`config.mk`:
```
export PLATFORM = sky130hd
export DESIGN_NAME = dct_row_pass_flat
export DESIGN_NICKNAME = d
export VERILOG_FILES = /design/src/rtl/dct_row_pass_pkg.sv /design/src/rtl/dct_row_pass_if.sv /design/src/rtl/dct_coef_rom.sv /design/src/rtl/dct_row_pass.sv /design/src/flat_wrapper.sv
export SDC_FILE = /design/constraint.sdc
export NUM_CORES = 2
export LEC_CHECK = 0
export CORE_MARGIN = 8
export CORE_UTILIZATION = 40
export CTS_CLUSTER_SIZE = 24
export DETAILED_ROUTE_END_ITERATION = 12
export DONT_BUFFER_PORTS = 1
export PLACE_DENSITY_LB_ADDON = 0.25
export SLEW_MARGIN = 15
export SYNTH_ARGS = -nofsm -noshare
export SYNTH_HDL_FRONTEND = slang
export SYNTH_SLANG_ARGS = --single-unit
```
`constraint.sdc`:
```
create_clock -name clk -period 8.8 [get_ports clk]
set_clock_uncertainty 0.15 [all_clocks]
set_input_delay 1.76 -clock clk [delete_from_list [all_inputs] [get_ports clk]]
set_output_delay 1.76 -clock clk [all_outputs]
set_load 0.02 [all_outputs]
```
`src/rtl/dct_row_pass_pkg.sv`:
```
// Shared types and constants for the 8-point DCT row/column pass.
// Cosine table is round(4096 * c(u)/2 * cos((2i+1)u*pi/16)).
package dct_row_pass_pkg;

  localparam int DCT_W     = 16;
  localparam int COEF_FRAC = 12;
  localparam int COEF_W    = COEF_FRAC + 2;
  localparam int PROD_W    = DCT_W + 1 + COEF_W;
  localparam int ACC_W     = PROD_W + 2;

  typedef struct packed {
    logic [DCT_W-1:0] data;
    logic             valid;
    logic             sop;
    logic             eop;
  } dctPort_t;

  typedef logic signed [COEF_W-1:0] coef_t;
  typedef logic signed [DCT_W:0]    bfly_t;

  localparam logic [2:0] PAIR_ORDER [8] = '{
    3'd0, 3'd7, 3'd1, 3'd6, 3'd2, 3'd5, 3'd3, 3'd4
  };

  localparam coef_t COEF_TAB [8][4] = '{
    '{ 14'sd1448,  14'sd1448,  14'sd1448,  14'sd1448},
    '{ 14'sd2009,  14'sd1703,  14'sd1138,  14'sd400 },
    '{ 14'sd1892,  14'sd784,  -14'sd784,  -14'sd1892},
    '{ 14'sd1703, -14'sd400,  -14'sd2009, -14'sd1138},
    '{ 14'sd1448, -14'sd1448, -14'sd1448,  14'sd1448},
    '{ 14'sd1138, -14'sd2009,  14'sd400,   14'sd1703},
    '{ 14'sd784,  -14'sd1892,  14'sd1892, -14'sd784 },
    '{ 14'sd400,  -14'sd1138,  14'sd1703, -14'sd2009}
  };

endpackage

```
`src/rtl/dct_row_pass_if.sv`:
```
// Sample/coefficient stream bundle for the DCT passes.
// Master drives the port struct, slave observes it.
interface dct_row_pass_if;
  import dct_row_pass_pkg::*;

  dctPort_t p;

  modport master (output p);
  modport slave  (input  p);

endinterface

```
`src/rtl/dct_coef_rom.sv`:
```
// Cosine constant lookup: returns the four C[u][i] for one output
// index u, feeding the four parallel multipliers.
module dct_coef_rom
  import dct_row_pass_pkg::*;
(
  input  logic [2:0] i_u,
  output coef_t      o_coef [4]
);

  always_comb begin
    for (int i = 0; i < 4; i++)
      o_coef[i] = COEF_TAB[i_u][i];
  end

endmodule

```
`src/rtl/dct_row_pass.sv`:
```
// 8-point forward DCT over rows arriving in pair order 0,7,1,6,2,5,3,4.
// Define DCT_LEVEL_SHIFT_EN for the pixel row pass (data[7:0] - 128).
module dct_row_pass
  import dct_row_pass_pkg::*;
(
  input  logic           clk,
  input  logic           rst_n,
  dct_row_pass_if.slave  in,
  dct_row_pass_if.master out,
  output logic           err
);

  localparam logic signed [ACC_W-1:0] L_RND =
    ACC_W'(2 ** (COEF_FRAC - 1));
  localparam logic signed [ACC_W-1:0] L_MAX =
    ACC_W'(2 ** (DCT_W - 1) - 1);
  localparam logic signed [ACC_W-1:0] L_MIN =
    ACC_W'(-(2 ** (DCT_W - 1)));

  logic [2:0]              r_cnt;
  logic signed [DCT_W-1:0] r_first;
  logic                    r_row_sop;
  logic                    r_err;
  bfly_t                   r_s [2][4];
  bfly_t                   r_d [2][4];

  logic       r_fbank;
  logic       r_cbank;
  logic       r_busy;
  logic [2:0] r_u;
  logic       r_c_sop;
  logic       r_c_eop;

  logic signed [PROD_W-1:0] r_prod [4];
  logic                     r_pvalid;
  logic                     r_psop;
  logic                     r_peop;
  dctPort_t                 r_out;

  logic signed [DCT_W-1:0]  w_x;
  logic                     w_acc;
  logic [2:0]               w_idx;
  logic [2:0]               w_cnt_a;
  logic [2:0]               w_cnt_n;
  logic                     w_done;
  logic                     w_sop_drop;
  logic                     w_eop_drop;
  logic                     w_drop;
  logic                     w_tag_new;
  logic                     w_tag_old;
  logic [1:0]               w_slot;
  coef_t                    w_coef [4];
  bfly_t                    w_op   [4];
  logic signed [PROD_W-1:0] w_mul  [4];
  logic signed [ACC_W-1:0]  w_sum;
  logic signed [ACC_W-1:0]  w_rnd;
  logic signed [ACC_W-1:0]  w_shr;
  logic [DCT_W-1:0]         w_sat;

`ifdef DCT_LEVEL_SHIFT_EN
  assign w_x = DCT_W'($signed({1'b0, in.p.data[7:0]}) - 9'sd128);
`else
  assign w_x = $signed(in.p.data);
`endif

  // A sop always restarts the row, so it forces this sample to index 0.
  assign w_acc      = in.p.valid;
  assign w_idx      = in.p.sop ? 3'd0 : r_cnt;
  assign w_cnt_a    = w_acc ? w_idx + 3'd1 : r_cnt;
  assign w_done     = w_acc && (w_idx == 3'd7);
  assign w_sop_drop = w_acc && in.p.sop && (r_cnt != 3'd0);
  assign w_eop_drop = in.p.eop && (w_cnt_a != 3'd0);
  assign w_drop     = w_sop_drop || w_eop_drop;
  assign w_cnt_n    = w_eop_drop ? 3'd0 : w_cnt_a;
  assign w_tag_new  = in.p.eop && w_done;
  assign w_tag_old  = in.p.eop && !w_done;
  assign w_slot     = 2'(PAIR_ORDER[{w_idx[2:1], 1'b0}]);

  always_ff @(posedge clk or negedge rst_n) begin
    if (!rst_n) begin
      r_cnt     <= '0;
      r_first   <= '0;
      r_row_sop <= 1'b0;
      r_err     <= 1'b0;
      for (int b = 0; b < 2; b++)
        for (int i = 0; i < 4; i++) begin
          r_s[b][i] <= '0;
          r_d[b][i] <= '0;
        end
    end else begin
      r_cnt <= w_cnt_n;
      r_err <= w_drop;
      if (w_acc && !w_idx[0])
        r_first <= w_x;
      if (w_acc && (w_idx == 3'd0))
        r_row_sop <= in.p.sop;
      if (w_acc && w_idx[0] && !w_eop_drop) begin
        r_s[r_fbank][w_slot] <= bfly_t'(r_first) + bfly_t'(w_x);
        r_d[r_fbank][w_slot] <= bfly_t'(r_first) - bfly_t'(w_x);
      end
    end
  end

  // A new row can only complete once the previous compute is at u=7.
  always_ff @(posedge clk or negedge rst_n) begin
    if (!rst_n) begin
      r_fbank <= 1'b0;
      r_cbank <= 1'b0;
      r_busy  <= 1'b0;
      r_u     <= '0;
      r_c_sop <= 1'b0;
      r_c_eop <= 1'b0;
    end else if (w_done) begin
      r_fbank <= ~r_fbank;
      r_cbank <= r_fbank;
      r_busy  <= 1'b1;
      r_u     <= '0;
      r_c_sop <= r_row_sop;
      r_c_eop <= w_tag_new;
    end else if (r_busy) begin
      r_u    <= r_u + 3'd1;
      r_busy <= (r_u != 3'd7);
      if (w_tag_old)
        r_c_eop <= 1'b1;
    end
  end

  dct_coef_rom u_rom (
    .i_u    (r_u),
    .o_coef (w_coef)
  );

  always_comb begin
    for (int i = 0; i < 4; i++) begin
      w_op[i]  = r_u[0] ? r_d[r_cbank][i] : r_s[r_cbank][i];
      w_mul[i] = PROD_W'(w_op[i]) * PROD_W'(w_coef[i]);
    end
  end

  always_comb begin
    w_sum = ACC_W'(r_prod[0]) + ACC_W'(r_prod[1])
          + ACC_W'(r_prod[2]) + ACC_W'(r_prod[3]);
    w_rnd = w_sum + L_RND;
    w_shr = w_rnd >>> COEF_FRAC;
    if (w_shr > L_MAX)
      w_sat = DCT_W'(L_MAX);
    else if (w_shr < L_MIN)
      w_sat = DCT_W'(L_MIN);
    else
      w_sat = DCT_W'(w_shr);
  end

  // Late eop with no X[7] left to compute rides a valid=0 beat.
  always_ff @(posedge clk or negedge rst_n) begin
    if (!rst_n) begin
      for (int i = 0; i < 4; i++)
        r_prod[i] <= '0;
      r_pvalid <= 1'b0;
      r_psop   <= 1'b0;
      r_peop   <= 1'b0;
      r_out    <= '0;
    end else begin
      for (int i = 0; i < 4; i++)
        r_prod[i] <= w_mul[i];
      r_pvalid <= r_busy;
      r_psop   <= r_busy && (r_u == 3'd0) && r_c_sop;
      r_peop   <= r_busy ? ((r_u == 3'd7) && (r_c_eop || w_tag_old))
                         : w_tag_old;
      r_out.data  <= r_pvalid ? w_sat : '0;
      r_out.valid <= r_pvalid;
      r_out.sop   <= r_psop;
      r_out.eop   <= r_peop;
    end
  end

  assign out.p = r_out;
  assign err   = r_err;

endmodule
```
`src/flat_wrapper.sv`:
```
// flat-port wrapper written by rule: the top's interface ports become plain ports
module dct_row_pass_flat import dct_row_pass_pkg::*;
  (clk, rst_n, err, in_p, out_p);
  dct_row_pass_if in_i ();
  dct_row_pass_if out_i ();
  input  logic clk;
  input  logic rst_n;
  output logic err;
  input wire logic [$bits(in_i.p)-1:0] in_p;
  output wire logic [$bits(out_i.p)-1:0] out_p;
  assign in_i.p = in_p;
  assign out_p = out_i.p;
  dct_row_pass u_core (.clk(clk), .rst_n(rst_n), .in(in_i), .out(out_i), .err(err));
endmodule
```
==> results.tsv <==
stage	metric	value	unit
status	status	finished clean	
timing	hold_viol	0	
timing	period_needed	8.28	ns
clock_tree	clk-insertion-delay-late	0.64	ns
die	dieArea	0.148	mm²
synthesis	ys_async_sr_fraction	100	%
finish	syn2layout_area_growth	7.68	%
synthesis	synth_nets	7013	
clock_tree	cts_buffer_depth	3	
finish	stdcell_count	7453	
clock_tree	cts_tree	yes	
power_and_ir_drop	peakVddDrop	0.000395	V
power_and_ir_drop	p_leak	30.2	nW
worst_setup_path	critical_path_buf_inv_count	7	
timing	setup_viol	0	
synthesis	netlist_instances	5671	
timing	tns	0	ns
power_and_ir_drop	p_total	14.6	mW
worst_setup_path	reg2reg_depth	28	
routing	vias_per_cell	4.99	
power_and_ir_drop	seq_power_share	17.2	%
worst_setup_path	worst-setup-path-type	reg2reg	
timing	hold_slack	0.201	ns
power_and_ir_drop	intPower	7.69	mW
synthesis	netlist_area	0.0543	mm²
worst_setup_path	cp_top_family	adder cells	
finish	final-seq-area	0.0110	mm²
power_and_ir_drop	comb_power_share	67.3	%
timing	relSlewSlack	20.2	%
global_routing	grt_max_degree	440	
run	maxCapViolations	0	
placement	dp_hpwl	120	mm
routing	wl_per_cell	19.9	µm
die	die_y	385	µm
timing	maxSlewViolCount	0	
global_routing	grt_util_all_layers	20.4	%
worst_setup_path	crit_top_cell	fa_1	
die	ios	41	
clock_tree	cts_sinks	439	
clock_tree	cts_buffers	50	
placement	dp_cells	7358	
power_and_ir_drop	powerDensity	249	mW/mm²
clock_tree	post_cts_buffers	0	
finish	drive_gt1_share	6.49	%
routing	vias	37200	
worst_setup_path	startpoint_type	flip-flop	
clock_tree	path_clk_slew	0.07	ns
worst_setup_path	cp_max_fo	24	
synthesis	syn_area_per_cell	9.58	µm²
clock_tree	hold_buffers	0	
timing	rsz0062_at_grt	no	
worst_setup_path	path_depth	28	
min_path	holdPathStages	0	
die	die_x	385	µm
worst_setup_path	critPathSlowestCell	dfrtp_4	
placement	port_buffers	0	
synthesis	synthDistinctLibCells	83	
die	initial_core_util	40.2	%
synthesis	yosysWarnings	0	
clock_tree	root_buffer	clkbuf_16	
finish	multi_input_area	0.0380	mm²
min_path	hold_start	u_core.r_psop	
die	rows	135	
global_routing	grt_pass1_wl	235	mm
global_routing	grt-ovfl-total	0	
finish	finish.utilization	43.3	%
global_routing	grt_pass1_vias	39700	
worst_setup_path	reg2reg_from	u_core.r_u[0]	
worst_setup_path	end_kind	flip-flop	
clock_tree	h-tree-depth	2	
synthesis	ys_seq_area_share	20.2	%
global_routing	antenna_found_initial	7	
timing	period_share	94.1	%
routing	drc	0	
worst_setup_path	worstSetupStartpoint	u_core.r_u[0]	
synthesis	ys.flop_type	dfrtp_1	
routing	routed_wirelength	148	mm
routing	ant_nets	0	
routing	drt-pass1-iter-count	6	
synthesis	synth-seq-cells	439	
min_path	hold_class	reg2reg	
placement	gp_congestion	0.926	
timing	worst_pin_slew	1.19	ns
power_and_ir_drop	p_sw_share	47.2	%
clock_tree	post_cts_resized	0	
synthesis	synth_enable_flop_cells	0	
finish	fillers	13200	
die	core_region_area	0.135	mm²
power_and_ir_drop	clkPwrFrac	15.5	%
finish	fin_nets	6971	
power_and_ir_drop	power.switching	6.88	mW
timing	fmax	121	MHz
worst_setup_path	required	9.22	ns
routing	dr.first_iter.drc_count	2486	
worst_setup_path	slowest_delay	0.66	ns
worst_setup_path	crit_arrival	8.70	ns
[worst reg2reg max path: cells and delay by family, from the launching register on]
kind / cells / cell delay [ns]
compound gates: 8 / 2.07
xor+xnor: 1 / 0.13
fa+ha+maj: 8 / 3.25
buf+inv: 7 / 0.97
flops: 1 / 0.66
mux: 1 / 0.47
simple gates: 3 / 0.51
[state kept, by name (all words and copies together) (netlist names)]
signal	count
u_core.r_pvalid	1
u_core.err	1
u_core.r_s	129
u_core.r_fbank	1
u_core.r_prod	124
u_core.r_cbank	1
u_core.r_c_sop	1
u_core.r_peop	1
u_core.r_row_sop	1
u_core.r_psop	1
u_core.r_d	135
u_core.r_first	16
u_core.out.p	19
u_core.r_c_eop	1
u_core.r_busy	1
u_core.r_cnt	3
u_core.r_u	3
[cells in the final DEF (no fill, tap or decap), drive strengths merged, types with 61 or more instances in the layout]
master / instances
a21o: 61
a21oi: 162
and2: 187
buf: 111
clkbuf: 62
dfrtp: 439
fa: 913
ha: 408
inv: 1224
nand2: 736
nor2: 272
nor2b: 121
o21ai: 264
xnor2: 152
[through the flow]
stage / worst slack, ns / instance area, µm²
after global placement: 0.695 / 56700
final: 0.522 / 58500
after CTS: 0.668 / 58500
after global routing: 0.0931 / 58500
after detailed placement: 0.673 / 56700
after floorplan: 0.682 / 54300
[final timing paths]
path,end,slack [ns]
worst max-delay path,u_core.r_prod[122],0.52
worst min-delay path,u_core.out.p[1],0.20
worst max register to register,u_core.r_prod[122],0.52
worst min register to register,u_core.out.p[1],0.20
max in group asynchronous,u_core.r_prod[42],6.96
min in group asynchronous,u_core.r_s[43],0.72
[layer usage]
layer  track usage (%)  share of wire (%)  vias to the layer above
li1                  -                  -                    17200
met1              29.5                 47                    18800
met2              32.0                 44                     1014
met3              3.13                6.0                      156
met4              5.50                2.9                        2
met5                 0             0.0088                        -
[power groups by stage]
stage	clock network [mW]	registers (mW)	logic, mW
final	2.26	2.50	9.81
after floorplan	0	2.47	7.47
after global routing	2.39	2.53	11.2
after CTS	2.32	2.51	9.86
after global placement	0	2.54	9.66
after detailed placement	0	2.55	9.78
[synthesized netlist by cell type, types with 6 or more instances]
library cell / count / share of area (%)
inv_1: 1212 / 8.4
fa_1: 913 / 34
nand2_1: 736 / 5.1
dfrtp_1: 439 / 20
ha_1: 408 / 9.4
nor2_1: 272 / 1.9
o21ai_0: 197 / 1.8
and2_1: 187 / 2.2
clkbuf_1: 185 / 1.3
a21oi_1: 160 / 1.5
xnor2_1: 152 / 2.5
nor2b_1: 120 / 1.4
o21ai_1: 67 / 0.62
a21o_1: 59 / 0.82
nand2b_1: 58 / 0.67
mux2_2: 55 / 1.1
mux4_2: 53 / 2.2
o21a_1: 49 / 0.68
xor2_1: 41 / 0.66
nor3_1: 32 / 0.29
o21bai_1: 30 / 0.41
nand3_1: 24 / 0.22
mux2i_1: 21 / 0.39
and3_1: 14 / 0.16
buf_1: 12 / 0.083
or2_2: 12 / 0.14
a211oi_1: 11 / 0.15
or3_1: 10 / 0.12
a31o_2: 9 / 0.15
nand4_1: 9 / 0.10
inv_2: 7 / 0.048
a2111oi_0: 6 / 0.097
nor4_1: 6 / 0.069
o31ai_1: 6 / 0.083
[layout make-up]
class | count | area share (%)
diodes | 1 | 0.00428
clock buffers | 62 | 2.37
clock inverters | 32 | 0.702
inverters | 1223 | 7.85
multi-input cells | 3804 | 65.0
flip-flops and latches | 439 | 18.8
well taps | 1781 | 3.81
repair buffers | 111 | 1.47
[cell families (layout without fill, tap and decap cells)]
kind of cell / after synthesis / in the layout / synth area share [%]
mux: 129 / 129 / 3.72
fa+ha+maj: 1323 / 1323 / 43.1
compound gates: 664 / 664 / 7.43
flops: 439 / 439 / 20.2
xor+xnor: 193 / 193 / 3.11
buf+inv: 1428 / 1428 / 9.92
other cells: 0 / 1 / 0
simple gates: 1495 / 1495 / 12.5
Note: power is estimated with default switching activity, not from simulation.
